===== config.mk =====
export PLATFORM = sky130hd
export DESIGN_NAME = gaussian_row_scheduler_flat
export DESIGN_NICKNAME = d
export VERILOG_FILES = /design/src/rtl/gaussian_row_scheduler_if.sv /design/src/rtl/gaussian_row_scheduler.sv /design/src/flat_wrapper.sv
export SDC_FILE = /design/constraint.sdc
export NUM_CORES = 1
export LEC_CHECK = 0
export ABC_AREA = 1
export ABC_CLOCK_PERIOD_IN_PS = 1600
export CORE_MARGIN = 2
export CORE_UTILIZATION = 40
export DETAILED_ROUTE_END_ITERATION = 7
export HOLD_SLACK_MARGIN = 0.06
export MAX_ROUTING_LAYER = met4
export PLACE_DENSITY = 0.66
export SYNTH_ARGS = -nofsm -noshare
export SYNTH_HDL_FRONTEND = slang
export SYNTH_SLANG_ARGS = --single-unit

===== constraint.sdc =====
create_clock -name clk -period 1.6 [get_ports clk]
set_clock_uncertainty 0.15 [all_clocks]
set_input_delay 0.4 -clock clk [delete_from_list [all_inputs] [get_ports clk]]
set_output_delay 0.4 -clock clk [all_outputs]
set_load 0.02 [all_outputs]

===== src/rtl/gaussian_row_scheduler_if.sv =====
// rtl/gaussian_row_scheduler_if.sv - source/engine handshake bundle for the Gaussian row scheduler
interface gaussian_row_scheduler_if #(
    parameter int DATA_W = 8
);
    logic              enable;
    logic              valid0;
    logic [DATA_W-1:0] din0;
    logic              rd_en0;
    logic              valid1;
    logic [DATA_W-1:0] din1;
    logic              rd_en1;
    logic              out_ready;
    logic              out_valid;
    logic [DATA_W-1:0] out_data;
    logic              out_src;
    logic              out_sol;
    logic              out_eol;
    logic              busy;
    logic [1:0]        frame_done;

    modport slave (
        input  enable, valid0, din0, valid1, din1, out_ready,
        output rd_en0, rd_en1, out_valid, out_data, out_src, out_sol, out_eol, busy, frame_done
    );

    modport master (
        output enable, valid0, din0, valid1, din1, out_ready,
        input  rd_en0, rd_en1, out_valid, out_data, out_src, out_sol, out_eol, busy, frame_done
    );
endinterface


===== src/rtl/gaussian_row_scheduler.sv =====
// rtl/gaussian_row_scheduler.sv - whole-row arbiter of two octave streams onto one blur engine
module gaussian_row_scheduler #(
    parameter int DATA_W  = 8,
    parameter int LINE_W  = 400,
    parameter int PAD_LEN = 1,
    parameter int ROWS    = 300,
    parameter int CNT_W   = 9
) (
    input  logic clk,
    input  logic rst,
    gaussian_row_scheduler_if.slave bus
);
    localparam logic [1:0] S_IDLE   = 2'd0;
    localparam logic [1:0] S_STREAM = 2'd1;
    localparam logic [1:0] S_PAD    = 2'd2;

    localparam logic [CNT_W-1:0] PIX_LAST = CNT_W'(LINE_W - 1);
    localparam logic [CNT_W-1:0] ROW_LAST = CNT_W'(ROWS - 1);
    localparam logic [3:0]       PAD_LAST = 4'((PAD_LEN == 0) ? 0 : PAD_LEN - 1);
    localparam bit               HAS_PAD  = (PAD_LEN != 0);

    logic [1:0]        state;
    logic              grant_q;
    logic              last_grant;
    logic [CNT_W-1:0]  pix_cnt;
    logic [3:0]        pad_cnt;
    logic [CNT_W-1:0]  row_cnt0;
    logic [CNT_W-1:0]  row_cnt1;
    logic [1:0]        frame_done_q;

    logic              src_valid;
    logic [DATA_W-1:0] src_data;
    logic              ov;
    logic [DATA_W-1:0] od;
    logic              sol;
    logic              eol;
    logic              pop0;
    logic              pop1;
    logic              xfer;
    logic              row_end;
    logic              grant_req;
    logic              grant_src;

    always_comb begin
        src_valid = grant_q ? bus.valid1 : bus.valid0;
        src_data  = grant_q ? bus.din1 : bus.din0;
        ov   = 1'b0;
        od   = '0;
        sol  = 1'b0;
        eol  = 1'b0;
        pop0 = 1'b0;
        pop1 = 1'b0;
        case (state)
            S_STREAM: begin
                ov   = src_valid;
                od   = src_data;
                pop0 = !grant_q && src_valid && bus.out_ready;
                pop1 = grant_q && src_valid && bus.out_ready;
                sol  = src_valid && (pix_cnt == '0);
                eol  = src_valid && (pix_cnt == PIX_LAST) && !HAS_PAD;
            end
            S_PAD: begin
                ov  = 1'b1;
                eol = (pad_cnt == PAD_LAST);
            end
            default: ;
        endcase
        xfer      = ov && bus.out_ready;
        row_end   = xfer && eol;
        grant_req = (state == S_IDLE) && bus.enable && (bus.valid0 || bus.valid1);
        // Contention alternates; a lone requester always wins.
        grant_src = (bus.valid0 && bus.valid1) ? !last_grant : bus.valid1;
    end

    assign bus.out_valid  = ov;
    assign bus.out_data   = od;
    assign bus.out_src    = ov && grant_q;
    assign bus.out_sol    = sol;
    assign bus.out_eol    = eol;
    assign bus.rd_en0     = pop0;
    assign bus.rd_en1     = pop1;
    assign bus.busy       = (state != S_IDLE);
    assign bus.frame_done = frame_done_q;

    always_ff @(posedge clk) begin
        if (rst) begin
            state        <= S_IDLE;
            grant_q      <= 1'b0;
            last_grant   <= 1'b1;
            pix_cnt      <= '0;
            pad_cnt      <= '0;
            row_cnt0     <= '0;
            row_cnt1     <= '0;
            frame_done_q <= 2'b00;
        end else begin
            frame_done_q <= 2'b00;
            case (state)
                S_IDLE: begin
                    if (grant_req) begin
                        grant_q <= grant_src;
                        state   <= S_STREAM;
                    end
                end
                S_STREAM: begin
                    if (xfer) begin
                        if (pix_cnt == PIX_LAST) begin
                            pix_cnt <= '0;
                            state   <= HAS_PAD ? S_PAD : S_IDLE;
                        end else begin
                            pix_cnt <= pix_cnt + 1'b1;
                        end
                    end
                end
                S_PAD: begin
                    if (xfer) begin
                        if (pad_cnt == PAD_LAST) begin
                            pad_cnt <= '0;
                            state   <= S_IDLE;
                        end else begin
                            pad_cnt <= pad_cnt + 4'd1;
                        end
                    end
                end
                default: state <= S_IDLE;
            endcase
            if (row_end) begin
                last_grant <= grant_q;
                if (grant_q) begin
                    row_cnt1 <= (row_cnt1 == ROW_LAST) ? '0 : row_cnt1 + 1'b1;
                    frame_done_q[1] <= (row_cnt1 == ROW_LAST);
                end else begin
                    row_cnt0 <= (row_cnt0 == ROW_LAST) ? '0 : row_cnt0 + 1'b1;
                    frame_done_q[0] <= (row_cnt0 == ROW_LAST);
                end
            end
        end
    end
endmodule


===== src/flat_wrapper.sv =====
// flat-port wrapper written by rule: the top's interface ports become plain ports
module gaussian_row_scheduler_flat 
#(
    parameter int DATA_W  = 8,
    parameter int LINE_W  = 400,
    parameter int PAD_LEN = 1,
    parameter int ROWS    = 300,
    parameter int CNT_W   = 9
)
  (clk, rst, bus_enable, bus_valid0, bus_din0, bus_valid1, bus_din1, bus_out_ready, bus_rd_en0, bus_rd_en1, bus_out_valid, bus_out_data, bus_out_src, bus_out_sol, bus_out_eol, bus_busy, bus_frame_done);
  gaussian_row_scheduler_if #(.DATA_W(DATA_W)) bus_i ();
  input  logic clk;
  input  logic rst;
  input wire logic [$bits(bus_i.enable)-1:0] bus_enable;
  input wire logic [$bits(bus_i.valid0)-1:0] bus_valid0;
  input wire logic [$bits(bus_i.din0)-1:0] bus_din0;
  input wire logic [$bits(bus_i.valid1)-1:0] bus_valid1;
  input wire logic [$bits(bus_i.din1)-1:0] bus_din1;
  input wire logic [$bits(bus_i.out_ready)-1:0] bus_out_ready;
  output wire logic [$bits(bus_i.rd_en0)-1:0] bus_rd_en0;
  output wire logic [$bits(bus_i.rd_en1)-1:0] bus_rd_en1;
  output wire logic [$bits(bus_i.out_valid)-1:0] bus_out_valid;
  output wire logic [$bits(bus_i.out_data)-1:0] bus_out_data;
  output wire logic [$bits(bus_i.out_src)-1:0] bus_out_src;
  output wire logic [$bits(bus_i.out_sol)-1:0] bus_out_sol;
  output wire logic [$bits(bus_i.out_eol)-1:0] bus_out_eol;
  output wire logic [$bits(bus_i.busy)-1:0] bus_busy;
  output wire logic [$bits(bus_i.frame_done)-1:0] bus_frame_done;
  assign bus_i.enable = bus_enable;
  assign bus_i.valid0 = bus_valid0;
  assign bus_i.din0 = bus_din0;
  assign bus_i.valid1 = bus_valid1;
  assign bus_i.din1 = bus_din1;
  assign bus_i.out_ready = bus_out_ready;
  assign bus_rd_en0 = bus_i.rd_en0;
  assign bus_rd_en1 = bus_i.rd_en1;
  assign bus_out_valid = bus_i.out_valid;
  assign bus_out_data = bus_i.out_data;
  assign bus_out_src = bus_i.out_src;
  assign bus_out_sol = bus_i.out_sol;
  assign bus_out_eol = bus_i.out_eol;
  assign bus_busy = bus_i.busy;
  assign bus_frame_done = bus_i.frame_done;
  gaussian_row_scheduler #(.DATA_W(DATA_W), .LINE_W(LINE_W), .PAD_LEN(PAD_LEN), .ROWS(ROWS), .CNT_W(CNT_W)) u_core (.clk(clk), .rst(rst), .bus(bus_i));
endmodule

# Yosys cells after proc, flatten, opt, wreduce, memory -nomap -nowiden
# Index checks and enable logic that the tools add are counted.
word_totals:
  elab_cells: 70
  input_bits: 22
  regBits: 37
  output_inout_bits: 17
op_classes:
  addsub: 4
  n_bitwise: 2
  mux: 19
  n_eq_ne: 10
  reduce_logical: 26
ops:
  columns: ["op", "n"]
  rows:
  - ["$add 9x1->9 const B", 3]
  - ["$eq 9x9->1 const B", 3]
  - ["$mux 9", 3]
  - ["$mux 8", 2]
  - ["$logic_and 1x1->1", 11]
  - ["$mux 2", 5]
  - ["$ne 2x1->1 const B", 5]
  - ["$reduce_and 2->1", 5]
  - ["$logic_not 9->1", 1]
  - ["$mux 1", 6]
  - ["$pmux 2 s3", 1]
  - ["$reduce_or 3->1", 2]
  - ["$reduce_and 5->1", 1]
  - ["$add 4x1->4 const B", 1]
  - ["$logic_not 4->1", 1]
  - ["$mux 4", 1]
  - ["$eq 2x1->1 const B", 1]
  - ["$eq 2x2->1 const B", 1]
  - ["$logic_not 1->1", 2]
  - ["$logic_not 2->1", 1]
  - ["$not 1->1", 2]
  - ["$pmux 1 s2", 1]
  - ["$reduce_bool 2->1", 1]
  - ["$logic_or 1x1->1", 1]

# Longest topological paths before layout
logic_depth:
  ltp_word: 6
  mapped_depth: 12
  ltp_nobuf: 12

# Least setup slack after synthesis
# No wires, ideal clock.
synth_path:
  path_kind: "flip-flop to flip-flop"
  from: "reg u_core.state[0]"
  to: "reg u_core.row_cnt1[1]"
  period_less_slack_ns: 1.918
  n_path_buf: 0
  arrival_time_ns: 1.652
  setup_time_ns: 0.116
  path_stages_with_launch: 10
  path_slack_ns: -0.318
  required_time_ns: 1.334
  cell_sequence: "dfxtp_1 -> inv_1 -> ha_1 -> inv_1 -> nor2_1 -> nand2_8 -> inv_2 -> nand2_2 -> nor2_1 -> nor2_1"
synth_between:
  word_cells_on_any_way: 7
  classes_between: "eq/ne (2); mux (2); reduce/logical (3)"
synth_rtl:
  columns: ["element", "line", "source"]
  rows:
  - ["from (decl)", "gaussian_row_scheduler.sv:22", "logic [1:0] state;"]
  - ["from (signal assigned)", "gaussian_row_scheduler.sv:108", "state <= HAS_PAD ? S_PAD : S_IDLE;"]
  - ["$eq 2x2->1", "gaussian_row_scheduler.sv:53", "case (state)"]
  - ["$mux 1", "gaussian_row_scheduler.sv:53", null]
  - ["via bus_out_eol", "flat_wrapper.sv:26", "output wire logic [$bits(bus_i.out_eol)-1:0] bus_out_eol;"]
  - ["$logic_and 1x1->1", "gaussian_row_scheduler.sv:69", "row_end = xfer && eol;"]
  - ["$reduce_and 2->1 (no line)", null, null]
  - ["to (signal assigned)", "gaussian_row_scheduler.sv:129", "row_cnt1 <= (row_cnt1 == ROW_LAST) ? '0 : row_cnt1 + 1'b1;"]
  - ["to (decl)", "gaussian_row_scheduler.sv:28", "logic [CNT_W-1:0] row_cnt1;"]
# The timed path passes the listed nets, and every way through them passes these cells.
# A chain may end at the register's enable or synchronous reset.

# Final worst setup path
layout_path:
  from: "reg u_core.state[1]"
  to: "out bus_out_sol"
layout_between:
  elab_chain_cells: 2
layout_lines:
  columns: ["element", "line", "source"]
  rows:
  - ["$eq 2x1->1", "gaussian_row_scheduler.sv:53", null]
  - ["$mux 1", "gaussian_row_scheduler.sv:53", null]
  - ["to (decl)", "flat_wrapper.sv:25", "output wire logic [$bits(bus_i.out_sol)-1:0] bus_out_sol;"]
# Every way passes these cells.

==> flow_summary.ini <==
[power]
irDropWorstVdd_mv = 0.630
cellPowerDensity_nw_per_um2 = 925
fin_total_pwr_mw = 3.38
leakage_nw = 1.57

[grt]
grt_max_degree = 23
antenna_found_initial = 0
grt_usage = 0.227
grt_overflow = 0
grt_pass1_wl_um = 11100
grt_pass1_vias = 2493

[floorplan]
num_rows = 27
fp.dieH_um = 79.0
core_area_um2 = 5470
die-area_um2 = 6240
initial_utilization = 0.411
die-width_um = 79.0
io_pins = 39

[status]
violations = negative setup slack
status = finished with violations

[cts]
clk_pin_slew_ps = 80
cts_tree = done
numCtsBuffers = 5
htreeDepth = 2
cts_max_path_buffers = 2
clock_sinks = 37
cts_root_buf = clkbuf_8
clkLatencyLatePin_ps = 300

[sta]
max_freq_mhz = 524
fin_crit_sh = 1.19
slew_headroom = 0.771
hold_ws_ps = 354
slew_violations = 0
worst_slack_ps = -309
finalHoldViolCount = 0
period_needed_ps = 1910
worst_pin_slew_ps = 340
setup_viol = 51
rsz0062_at_grt = yes
tns_ps = -9040

[placement]
io_buffers = 38
preCtsSetupSlack_ps = -1000
place_congestion = 0.864
hpwl_um = 4210
placed_area_um2 = 3140
place_inst = 496

[drt]
first_pass_iters = 4
first_iter_violations = 145
vias = 2558
drc = 0
wl_per_cell_um = 13.1
ant_nets = 0
via_per_inst = 4.95
totalWireLength_um = 6800

[synth]
seq_area_frac_synth = 0.329
syn_avg_cell_area_um2 = 6.66
synth_cells = 338
yosysWarnings = 0
synth_area_um2 = 2250
ys_types = 26
synth_seq_cells = 37
syn_nets = 370

[worst_hold_path]
hold_class = register to register

[finish]
fin_cells = 517
final_area_um2 = 3660
final_util = 0.668
finalNetCount = 476
final_common_cell = nand2_1
final_cell_mix = nand2_1, buf_4, nor2_1
drive_above_1_share = 0.360
syn_to_final_growth_pct = 62.5
diodes = 0
fillers = 467

[critical_path]
cp.required_ps = 1050
slowest_stage = dfxtp_4
worst-path-buf-inv = 3
start_kind = register
crit_arrival_ps = 1360
crit_family = flip-flops
crit_chain = inv_4, ha_4, nand2_2, buf_6, nor3_4, buf_6
worst_setup_path_end_kind = output pin
worstPathMaxFanout = 3
crit_top_cell = buf_6
path_class = register to output pin
cpPeakStageDelay_ps = 360

[run]
maxCapViolations = 0
[report_power, final]
part           internal (mW)  switching (mW)  total (mW)
Clock                  0.468           0.379       0.847
Sequential             0.960          0.0393       0.999
Combinational          0.742           0.792        1.53
[tightest hold or removal path, cell delays in order (launching register included)]
cell	delay [ps]
dfxtp_1	340
nand2_1	80
a21oi_2	50
[final cells by class]
cell class | instances | area (um^2) | area share
Multi-Input combinational cell | 258 | 1620 | 0.444
Timing Repair Buffer | 102 | 901 | 0.246
Sequential cell | 37 | 751 | 0.205
Inverter | 40 | 180 | 0.0493
Tap cell | 72 | 90.1 | 0.0246
Clock buffer | 5 | 68.8 | 0.0188
Clock inverter | 3 | 43.8 | 0.0120
[cell usage after synthesis]
master / count / area [um^2]
xor2_1: 16 / 140
o21ai_0: 15 / 75.1
buf_4: 1 / 7.51
nor3_1: 4 / 20.0
clkbuf_1: 5 / 18.8
inv_4: 1 / 6.26
ha_1: 10 / 125
buf_1: 1 / 3.75
nand2_1: 73 / 274
a211oi_1: 1 / 7.51
nand4_1: 11 / 68.8
a21oi_1: 29 / 145
nand2_2: 5 / 31.3
nor2_8: 2 / 40.0
nand3_2: 1 / 10.0
nand3b_1: 2 / 15.0
nand2_8: 1 / 20.0
inv_1: 37 / 139
nor3b_1: 2 / 15.0
nor4_1: 2 / 12.5
nor2_2: 1 / 6.26
inv_2: 2 / 7.51
and3_1: 1 / 6.26
dfxtp_1: 37 / 741
nand3_1: 17 / 85.1
nor2_1: 61 / 229
[cell families after synthesis]
logic type,count (synthesis),share of synthesized area
AO/OA/AOI/OAI,45,0.101
XOR/XNOR,16,0.0623
adder cells (fa/ha/maj),10,0.0556
buffers and inverters,47,0.0812
flip-flops,37,0.329
AND/OR/NAND/NOR,183,0.370
[final timing paths]
check | startpoint | end | slack, ps | cells past startpoint
max | u_core.state[1] | bus_out_sol | -310 | 6
min reg2reg | u_core.row_cnt1[8] | u_core.row_cnt1[8] | 350 | 2
max reg2reg | u_core.state[1] | u_core.row_cnt0[1] | -220 | 11
min | u_core.row_cnt1[8] | u_core.row_cnt1[8] | 350 | 2
[flip-flops by register name (all words and copies together), names as in the netlist]
name                   flops
u_core.bus.frame_done      2
u_core.grant_q             1
u_core.last_grant          1
u_core.pad_cnt             4
u_core.pix_cnt             9
u_core.row_cnt0            9
u_core.row_cnt1            9
u_core.state               2
[layer usage]
metal  wire length (um)  up-vias  global-route usage
li1                   -     1307                   -
met1               2980     1199               0.278
met2               3520       41               0.379
met3                179       11              0.0375
met4                120        0              0.0810
met5                  0        -                   -
[timing repair]
| action | in CTS | in global routing |
|---|---|---|
| gates cloned | 2 | 2 |
| pin swaps | 16 | 21 |
| gates resized for setup | 132 | 49 |
| hold buffers | 0 | 0 |
| endpoints found under the hold margin | 0 | 0 |
| setup buffers | 4 | 5 |
| setup endpoints to repair | 53 | 51 |
Power figures use the tool's default switching activity.
